File: config.mk
export PLATFORM = sky130hd
export DESIGN_NAME = wide_add_sequencer
export DESIGN_NICKNAME = d
export VERILOG_FILES = /design/src/rtl/wide_add_pkg.sv /design/src/rtl/wide_add_word_slicer.sv /design/src/rtl/wide_add_sequencer.sv
export SDC_FILE = /design/constraint.sdc
export NUM_CORES = 1
export LEC_CHECK = 0
export ABC_AREA = 1
export BUFFER_PORTS_ARGS = -buffer_cell sky130_fd_sc_hd__buf_4
export CORE_MARGIN = 10
export CORE_UTILIZATION = 47
export CTS_CLUSTER_DIAMETER = 40
export CTS_CLUSTER_SIZE = 40
export DETAILED_ROUTE_END_ITERATION = 7
export PLACE_DENSITY = 0.75
export SYNTH_ARGS = -nofsm -noshare
export SYNTH_HDL_FRONTEND = slang
export SYNTH_SLANG_ARGS = --single-unit
File: constraint.sdc
create_clock -name clk -period 1.81 [get_ports clk]
set_input_delay 0.362 -clock clk [delete_from_list [all_inputs] [get_ports clk]]
set_output_delay 0.362 -clock clk [all_outputs]
set_load 0.03 [all_outputs]
File: src/rtl/wide_add_pkg.sv
// Shared definitions for the wide add/subtract operand sequencer.
//   state_e        : sequencer FSM states (IDLE, RUN, DONE)
//   DEF_N          : default adder word width
//   DEF_WORDS      : default number of words per operand
package wide_add_pkg;

    typedef enum logic [1:0] {
        IDLE = 2'd0,
        RUN  = 2'd1,
        DONE = 2'd2
    } state_e;

    localparam int DEF_N     = 8;
    localparam int DEF_WORDS = 4;

endpackage

File: src/rtl/wide_add_word_slicer.sv
// Combinational word selector for the wide add sequencer.
// Picks word k of the latched operands and applies the subtract inversion to B.
// Both words are forced to zero when en is low so the adder sees idle inputs.
// Ports:
//   en      in  1        drive the selected words (high only in RUN)
//   k       in  KW       word index
//   sub     in  1        1 = invert B word (A - B)
//   a_full  in  N*WORDS  latched operand A
//   b_full  in  N*WORDS  latched operand B
//   a_word  out N        word k of A
//   b_word  out N        word k of B, inverted when sub = 1
module wide_add_word_slicer
    import wide_add_pkg::*;
#(
    parameter int N     = DEF_N,
    parameter int WORDS = DEF_WORDS,
    parameter int KW    = $clog2(WORDS)
) (
    input  logic                 en,
    input  logic [KW-1:0]        k,
    input  logic                 sub,
    input  logic [N*WORDS-1:0]   a_full,
    input  logic [N*WORDS-1:0]   b_full,
    output logic [N-1:0]         a_word,
    output logic [N-1:0]         b_word
);

    // Select word k and apply the two's-complement inversion for subtract.
    always_comb begin
        a_word = {N{1'b0}};
        b_word = {N{1'b0}};
        if (en) begin
            a_word = a_full[int'(k)*N +: N];
            b_word = b_full[int'(k)*N +: N] ^ {N{sub}};
        end else begin
            a_word = {N{1'b0}};
            b_word = {N{1'b0}};
        end
    end

endmodule

File: src/rtl/wide_add_sequencer.sv
// Multi-cycle operand sequencer for an external N-bit combinational adder.
// Accepts a W = N*WORDS bit add/subtract request, feeds one word pair per
// cycle into the adder (LSW first), chains the carry and returns the W-bit
// result on a valid/ready output.
// Optional feature: define WIDE_ADD_OVF_EN to add the out_ovf signed-overflow
// output and its logic.
// Ports:
//   clk, rst_n            clock, asynchronous active-low reset
//   in_valid/in_ready     request handshake; in_a, in_b, in_sub request data
//   out_valid/out_ready   result handshake; out_sum, out_cout (, out_ovf)
//   add_a/add_b/add_cin   word pair driven to the adder
//   add_sum/add_cout      adder result, sampled in the same cycle
module wide_add_sequencer
    import wide_add_pkg::*;
#(
    parameter int N     = DEF_N,
    parameter int WORDS = DEF_WORDS
) (
    input  logic                 clk,
    input  logic                 rst_n,
    input  logic                 in_valid,
    output logic                 in_ready,
    input  logic [N*WORDS-1:0]   in_a,
    input  logic [N*WORDS-1:0]   in_b,
    input  logic                 in_sub,
    output logic                 out_valid,
    input  logic                 out_ready,
    output logic [N*WORDS-1:0]   out_sum,
    output logic                 out_cout,
`ifdef WIDE_ADD_OVF_EN
    output logic                 out_ovf,
`endif
    output logic [N-1:0]         add_a,
    output logic [N-1:0]         add_b,
    output logic                 add_cin,
    input  logic [N-1:0]         add_sum,
    input  logic                 add_cout
);

    localparam int KW = $clog2(WORDS);
    localparam int W  = N * WORDS;

    state_e          state_r;
    state_e          state_s;
    logic [KW-1:0]   k_r;
    logic [W-1:0]    a_r;
    logic [W-1:0]    b_r;
    logic            sub_r;
    logic [W-1:0]    sum_r;
    logic            carry_r;
    logic            run_s;
    logic            last_s;
    logic            accept_s;

    assign run_s    = (state_r == RUN);
    assign last_s   = (k_r == KW'(WORDS - 1));
    assign accept_s = (state_r == IDLE) && in_valid;

    // FSM state register.
    always_ff @(posedge clk or negedge rst_n) begin
        if (!rst_n) begin
            state_r <= IDLE;
        end else begin
            state_r <= state_s;
        end
    end

    // FSM next-state logic; DONE never re-accepts in the same cycle.
    always_comb begin
        state_s = state_r;
        case (state_r)
            IDLE:    if (in_valid)  state_s = RUN;  else state_s = IDLE;
            RUN:     if (last_s)    state_s = DONE; else state_s = RUN;
            DONE:    if (out_ready) state_s = IDLE; else state_s = DONE;
            default: state_s = IDLE;
        endcase
    end

    // FSM outputs: handshakes and the carry-in of the current word.
    always_comb begin
        in_ready  = 1'b0;
        out_valid = 1'b0;
        add_cin   = 1'b0;
        case (state_r)
            IDLE: begin
                in_ready = 1'b1;
            end
            RUN: begin
                // Subtract injects the +1 of two's complement on the first word.
                if (k_r == {KW{1'b0}}) begin
                    add_cin = sub_r;
                end else begin
                    add_cin = carry_r;
                end
            end
            DONE: begin
                out_valid = 1'b1;
            end
            default: begin
                in_ready  = 1'b0;
                out_valid = 1'b0;
                add_cin   = 1'b0;
            end
        endcase
    end

    wide_add_word_slicer #(
        .N     (N),
        .WORDS (WORDS),
        .KW    (KW)
    ) u_slicer (
        .en     (run_s),
        .k      (k_r),
        .sub    (sub_r),
        .a_full (a_r),
        .b_full (b_r),
        .a_word (add_a),
        .b_word (add_b)
    );

    // Operand latch, word counter, result and carry capture.
    always_ff @(posedge clk or negedge rst_n) begin
        if (!rst_n) begin
            a_r     <= {W{1'b0}};
            b_r     <= {W{1'b0}};
            sub_r   <= 1'b0;
            k_r     <= {KW{1'b0}};
            sum_r   <= {W{1'b0}};
            carry_r <= 1'b0;
        end else if (accept_s) begin
            a_r   <= in_a;
            b_r   <= in_b;
            sub_r <= in_sub;
            k_r   <= {KW{1'b0}};
        end else if (run_s) begin
            sum_r[int'(k_r)*N +: N] <= add_sum;
            carry_r                 <= add_cout;
            // Hold at the last word instead of wrapping.
            if (!last_s) begin
                k_r <= k_r + KW'(1'b1);
            end
        end
    end

    assign out_sum  = sum_r;
    assign out_cout = carry_r;

`ifdef WIDE_ADD_OVF_EN
    logic ovf_r;

    // Signed overflow from the MSBs of the top word pair and its sum.
    always_ff @(posedge clk or negedge rst_n) begin
        if (!rst_n) begin
            ovf_r <= 1'b0;
        end else if (accept_s) begin
            ovf_r <= 1'b0;
        end else if (run_s && last_s) begin
            ovf_r <= (add_a[N-1] == add_b[N-1]) && (add_sum[N-1] != add_a[N-1]);
        end
    end

    assign out_ovf = ovf_r;
`endif

endmodule

Yosys cells after proc, flatten, opt, wreduce, memory -nomap -nowiden
Index checks and enable logic that the tools add are counted.
Widths: inputs -> output; s select.
{ "word_totals": {"elab_cells": 39, "inputBits": 78, "output_inout_bits": 52, "reg_bits": 102} }
{ "op_classes": {"mux": 14, "n_reduce_logical": 6, "shift": 4, "addsub": 2, "n_eq_ne": 4, "bitwise": 2} }
{ "op_table": {"columns": ["op", "n"], "rows": [
  ["$shiftx 32x6->8", 2],
  ["$neg 5->33", 1],
  ["$shift 8x33->32 const A", 1],
  ["$shiftx 8x33->32", 1],
  ["$bwmux 32", 1],
  ["$mux 8", 2],
  ["$mux 2", 5],
  ["$xor 8x8->8", 1],
  ["$pmux 2 s3", 1],
  ["$mux 1", 5],
  ["$eq 2x2->1 const B", 2],
  ["$logic_not 2->1", 2],
  ["$reduce_and 2->1", 2],
  ["$add 2x1->2 const B", 1],
  ["$eq 2x1->1 const B", 1],
  ["$ne 2x1->1 const B", 1],
  ["$reduce_bool 2->1", 1],
  ["$logic_and 1x1->1", 1],
  ["$not 1->1", 1]
]} }

Longest topological paths before layout
{ "depth": {"ltp_word": 4, "mapped_depth": 9, "depth_no_buf": 7} }

Modules after synthesis
A second synthesis with hierarchy kept.
{ "unflattened": {"cells_unflattened": 637, "hier_area_um2": 4946.0} }
{ "modules_own_cells": {"columns": ["mod", "cells_each", "instances", "area_per_inst_um2", "seq_area_each_um2"], "rows": [
  ["wide_add_sequencer", 485, 1, 4250.3, 2552.4],
  ["wide_add_word_slicer", 152, 1, 695.7, 0.0]
]} }

Worst setup path after synthesis
OpenSTA, ideal clock, no wires.
{ "synth_path": {"path_type": "register -> output", "start": "register k_r[0]", "end": "output port add_cin", "path_stages_with_launch": 9, "required_time_ns": 1.448, "n_path_buf": 3, "t_arrival_ns": 1.976, "path_slack_ns": -0.528, "cell_sequence": "dfrtp_1 buf_2 inv_2 buf_2 ha_1 inv_1 clkbuf_1 nand2_1 a21oi_1"} }
{ "synth_between": {"elab_chain_len": 3} }
{ "synth_rtl": {"columns": ["item", "line", "rtl"], "rows": [
  ["from (decl)", "wide_add_sequencer.sv:45", "logic [KW-1:0] k_r;"],
  ["from (signal assigned)", "wide_add_sequencer.sv:127", "k_r <= {KW{1'b0}};"],
  ["from (signal assigned)", "wide_add_sequencer.sv:134", "k_r <= {KW{1'b0}};"],
  ["from (signal assigned)", "wide_add_sequencer.sv:140", "k_r <= k_r + KW'(1'b1);"],
  ["$logic_not 2->1", "wide_add_sequencer.sv:90", "if (k_r == {KW{1'b0}}) begin"],
  ["$mux 1", "wide_add_sequencer.sv:90", null],
  ["$mux 1", "wide_add_sequencer.sv:84", "case (state_r)"],
  ["to (decl)", "wide_add_sequencer.sv:35", "output logic add_cin,"]
]} }
Every way passes these cells.

Final worst setup path
{ "layout_path": {"start": "register k_r[0]", "end": "output port add_b[2]"} }
{ "layout_between": {"elab_chain_len": 3} }
{ "layout_rtl": {"columns": ["item", "line", "rtl"], "rows": [
  ["$shiftx 32x6->8", "wide_add_word_slicer.sv:34", "b_word = b_full[int'(k)*N +: N] ^ {N{sub}};"],
  ["$xor 8x8->8", "wide_add_word_slicer.sv:34", null],
  ["$mux 8", "wide_add_word_slicer.sv:32", "if (en) begin"],
  ["to (decl)", "wide_add_sequencer.sv:34", "output logic [N-1:0] add_b,"]
]} }
Every way passes these cells.

==> results_dict.tcl <==
set metrics [dict create \
    wl_microns 13700 \
    crit_family "flip-flops" \
    die_x_microns 120 \
    critPathSlowestCell "dfrtp_2" \
    core-area_sq_um 9820 \
    clockBufferDepth 2 \
    dieArea_sq_um 14500 \
    path_clk_slew_ns 0.10 \
    p_int_mw 6.50 \
    clock_tree.root_cell "clkbuf_8" \
    cts_buffers 9 \
    relSlewSlack_pct 69.6 \
    p_leak_nw 3.31 \
    hp-class "in2async" \
    cts_sinks 102 \
    die_h_microns 120 \
    grt_max_degree 69 \
    syn-cell-area_sq_um 4750 \
    cp.required_ns 1.45 \
    rsz0062_at_grt "yes" \
    diodes 0 \
    worstSetupStartpointType "flip-flop" \
    fin_tns_setup_ns -3.28 \
    cp-end-kind "output port" \
    rows 36 \
    reg2reg_depth 6 \
    pwr-share-comb_pct 56.5 \
    start_util_pct 48.3 \
    swShare_pct 47.4 \
    fill_cells 844 \
    worst_pin_slew_ns 0.457 \
    ys_types 20 \
    p_seq_share_pct 32.1 \
    fin_crit_sh_pct 113 \
    yosys_warnings 0 \
    synth.avg_cell_area_sq_um 7.90 \
    drtIter0Drc 375 \
    ant_nets 0 \
    slew_violations 0 \
    maxCapViolCount 0 \
    viasPerCell 5.19 \
    placed_area_sq_um 5920 \
    crit_chain "buf_6, nand2_1, nand3_1, nand3_1, nand2_1, nor2_1, buf_4" \
    synth_nets 684 \
    worst-path-buf-inv 2 \
    grt_first_pass_wirelength_microns 22200 \
    path_class "reg2out" \
    design_area_sq_um 6340 \
    vias 4506 \
    cts_tree "done" \
    routedWlPerCell_microns 15.7 \
    ioPinCount 130 \
    port_buffers 129 \
    ir_drop_v 0.000852 \
    dp_hpwl_microns 9900 \
    max_freq_mhz 487 \
    antenna_found_initial 0 \
    finalNonFillerCells 869 \
    drc_errors 0 \
    hold_buffers 0 \
    pwr_density_cell_nw_per_um2 1950 \
    grt_pass1_vias 4531 \
    netSwitchingPower_mw 5.86 \
    rrSetupSlack_ns 0.12 \
    dp.cells 844 \
    cp-startpoint "k_r[0]$_DFFE_PN0P_" \
    critPathMaxFanout 19 \
    yosysSeqAreaShare_pct 53.8 \
    ys_ff_latch 102 \
    clk_latency_ns 0.37 \
    r2r_end "out_sum[12]$_DFFE_PN0P_" \
    finalSetupViolations 17 \
    grt_usage_pct 18.5 \
    post-route-min-period_ns 2.05 \
    violations "negative hold slack, negative setup slack" \
    area_growth_pct 33.5 \
    h-tree-depth 3 \
    syn_inst 601 \
    pre_cts_slack_ns 0.109 \
    first_pass_iters 5 \
    drive_gt1_share_pct 27.7 \
    final_nets 814 \
    reg2reg_from "k_r[0]$_DFFE_PN0P_" \
    cp_slowest_stage_delay_ns 0.49 \
    status "finished, violations left" \
    hold_viol_final 4 \
    hold-worst-slack_ns -0.00672 \
    gp_congestion 0.935 \
    layout_setup_ws_ns -0.242 \
    gr-total-overflow 0 \
    crit_arrival_ns 1.69 \
    pwr-share-clk_pct 11.4 \
    timing.clock.skew_ns 0.00837 \
]
## power groups by stage
stage / clock network [mW] / registers [mW] / logic [mW]
2_1_floorplan: 0 / 4.31 / 3.86
3_3_place_gp: 0 / 3.92 / 6.29
3_5_place_dp: 0 / 3.94 / 6.46
4_1_cts: 1.44 / 3.95 / 6.86
5_1_grt: 1.52 / 4.08 / 7.64
6_report: 1.41 / 3.97 / 6.98
## how the worst max path moves through the flow
stage / endpoint / slack, ns / cells past startpoint
after floorplan: add_cin / 0.003 / 8
after global placement: add_a[2] / 0.14 / 5
after detailed placement: add_a[2] / 0.11 / 5
after CTS: add_a[5] / -0.22 / 7
after global routing: add_a[3] / -0.32 / 7
final: add_b[2] / -0.24 / 7
## worst reg2reg max path, cell delays in order (launching register included)
cell and delay, ns:
dfrtp_2 0.48, buf_6 0.22, buf_4 0.22, ha_1 0.22
inv_1 0.13, o21ai_0 0.20, o21ai_0 0.11
## cell type report
| cell class | instances | area [sq um] | area share, % |
|---|---|---|---|
| Clock buffer | 10 | 128 | 2.01 |
| Clock inverter | 6 | 61.3 | 0.968 |
| Inverter | 10 | 52.6 | 0.829 |
| Multi-Input combinational cell | 452 | 2110 | 33.3 |
| Sequential cell | 102 | 2550 | 40.3 |
| Tap cell | 133 | 166 | 2.63 |
| Timing Repair Buffer | 156 | 1270 | 20.0 |
## registers in the layout, indices dropped and copies added, names as in the netlist
signal    count
a_r          32
b_r          32
k_r           2
out_cout      1
out_sum      32
state_r       2
sub_r         1
## cell usage in the layout (no fill, tap or decap), types with 3 or more instances in the layout
cell type | synthesis | final
nand2_1 | 228 | 225
buf_4 | 1 | 143
dfrtp_1 | 102 | 101
nand3_1 | 101 | 95
nor2_1 | 45 | 37
o21ai_0 | 45 | 35
a21oi_1 | 17 | 15
o21ai_1 | 3 | 12
clkbuf_8 | 0 | 9
nor2_2 | 1 | 7
buf_6 | 0 | 7
nand3_2 | 0 | 6
inv_1 | 7 | 5
buf_12 | 0 | 5
nor2_4 | 1 | 3
nand2_2 | 2 | 3
ha_1 | 5 | 3
clkinv_2 | 0 | 3
## logic make-up (layout without fill, tap and decap cells)
kind of cell,after synthesis,after routing,synth area share [%]
buffers and inverters,47,182,4.38
and+or+nand+nor,379,379,33.2
DFF,102,102,53.8
adders and majority gates,5,5,1.32
AOI/OAI and AO/OA,68,68,7.30
## per-layer routing
metal / vias up / GRT usage, % / part of all wire, %
met5: - / 0 / 0
met4: 0 / 6.33 / 1.5
met3: 19 / 4.09 / 6.1
met2: 157 / 29.7 / 47
met1: 2120 / 24.2 / 46
li1: 2210 / - / -
## stage by stage
| stage | total power, mW | hold slack (ns) | util (%) |
|---|---|---|---|
| 2_1_floorplan | 8.17 | 0.0664 | - |
| 3_3_place_gp | 10.2 | 0.395 | 60.3 |
| 3_5_place_dp | 10.4 | 0.406 | 60.3 |
| 4_1_cts | 12.2 | 0.00609 | 63.9 |
| 5_1_grt | 13.2 | 0.0245 | 64.5 |
| 6_report | 12.4 | -0.00672 | 64.5 |
## synthesized netlist by cell type (all sizes together)
cell type  count  area, sq um
ha             5         62.6
o22ai          1         6.26
dfrtp        102         2550
buf           27          133
o21ai         48          240
a21oi         17         85.1
clkbuf        10         37.5
nand3        101          505
nor2          47          186
o31ai          2         15.0
inv           10         37.5
nand2        230          868
nor3           1         16.3
## timing repair
action	4_1_cts	5_1_grt
cloned	1	0
setup buffers	8	0
endpoints found under the setup margin	17	39
pin swaps	11	14
resized for setup	35	16
Power figures use the tool's default switching activity.
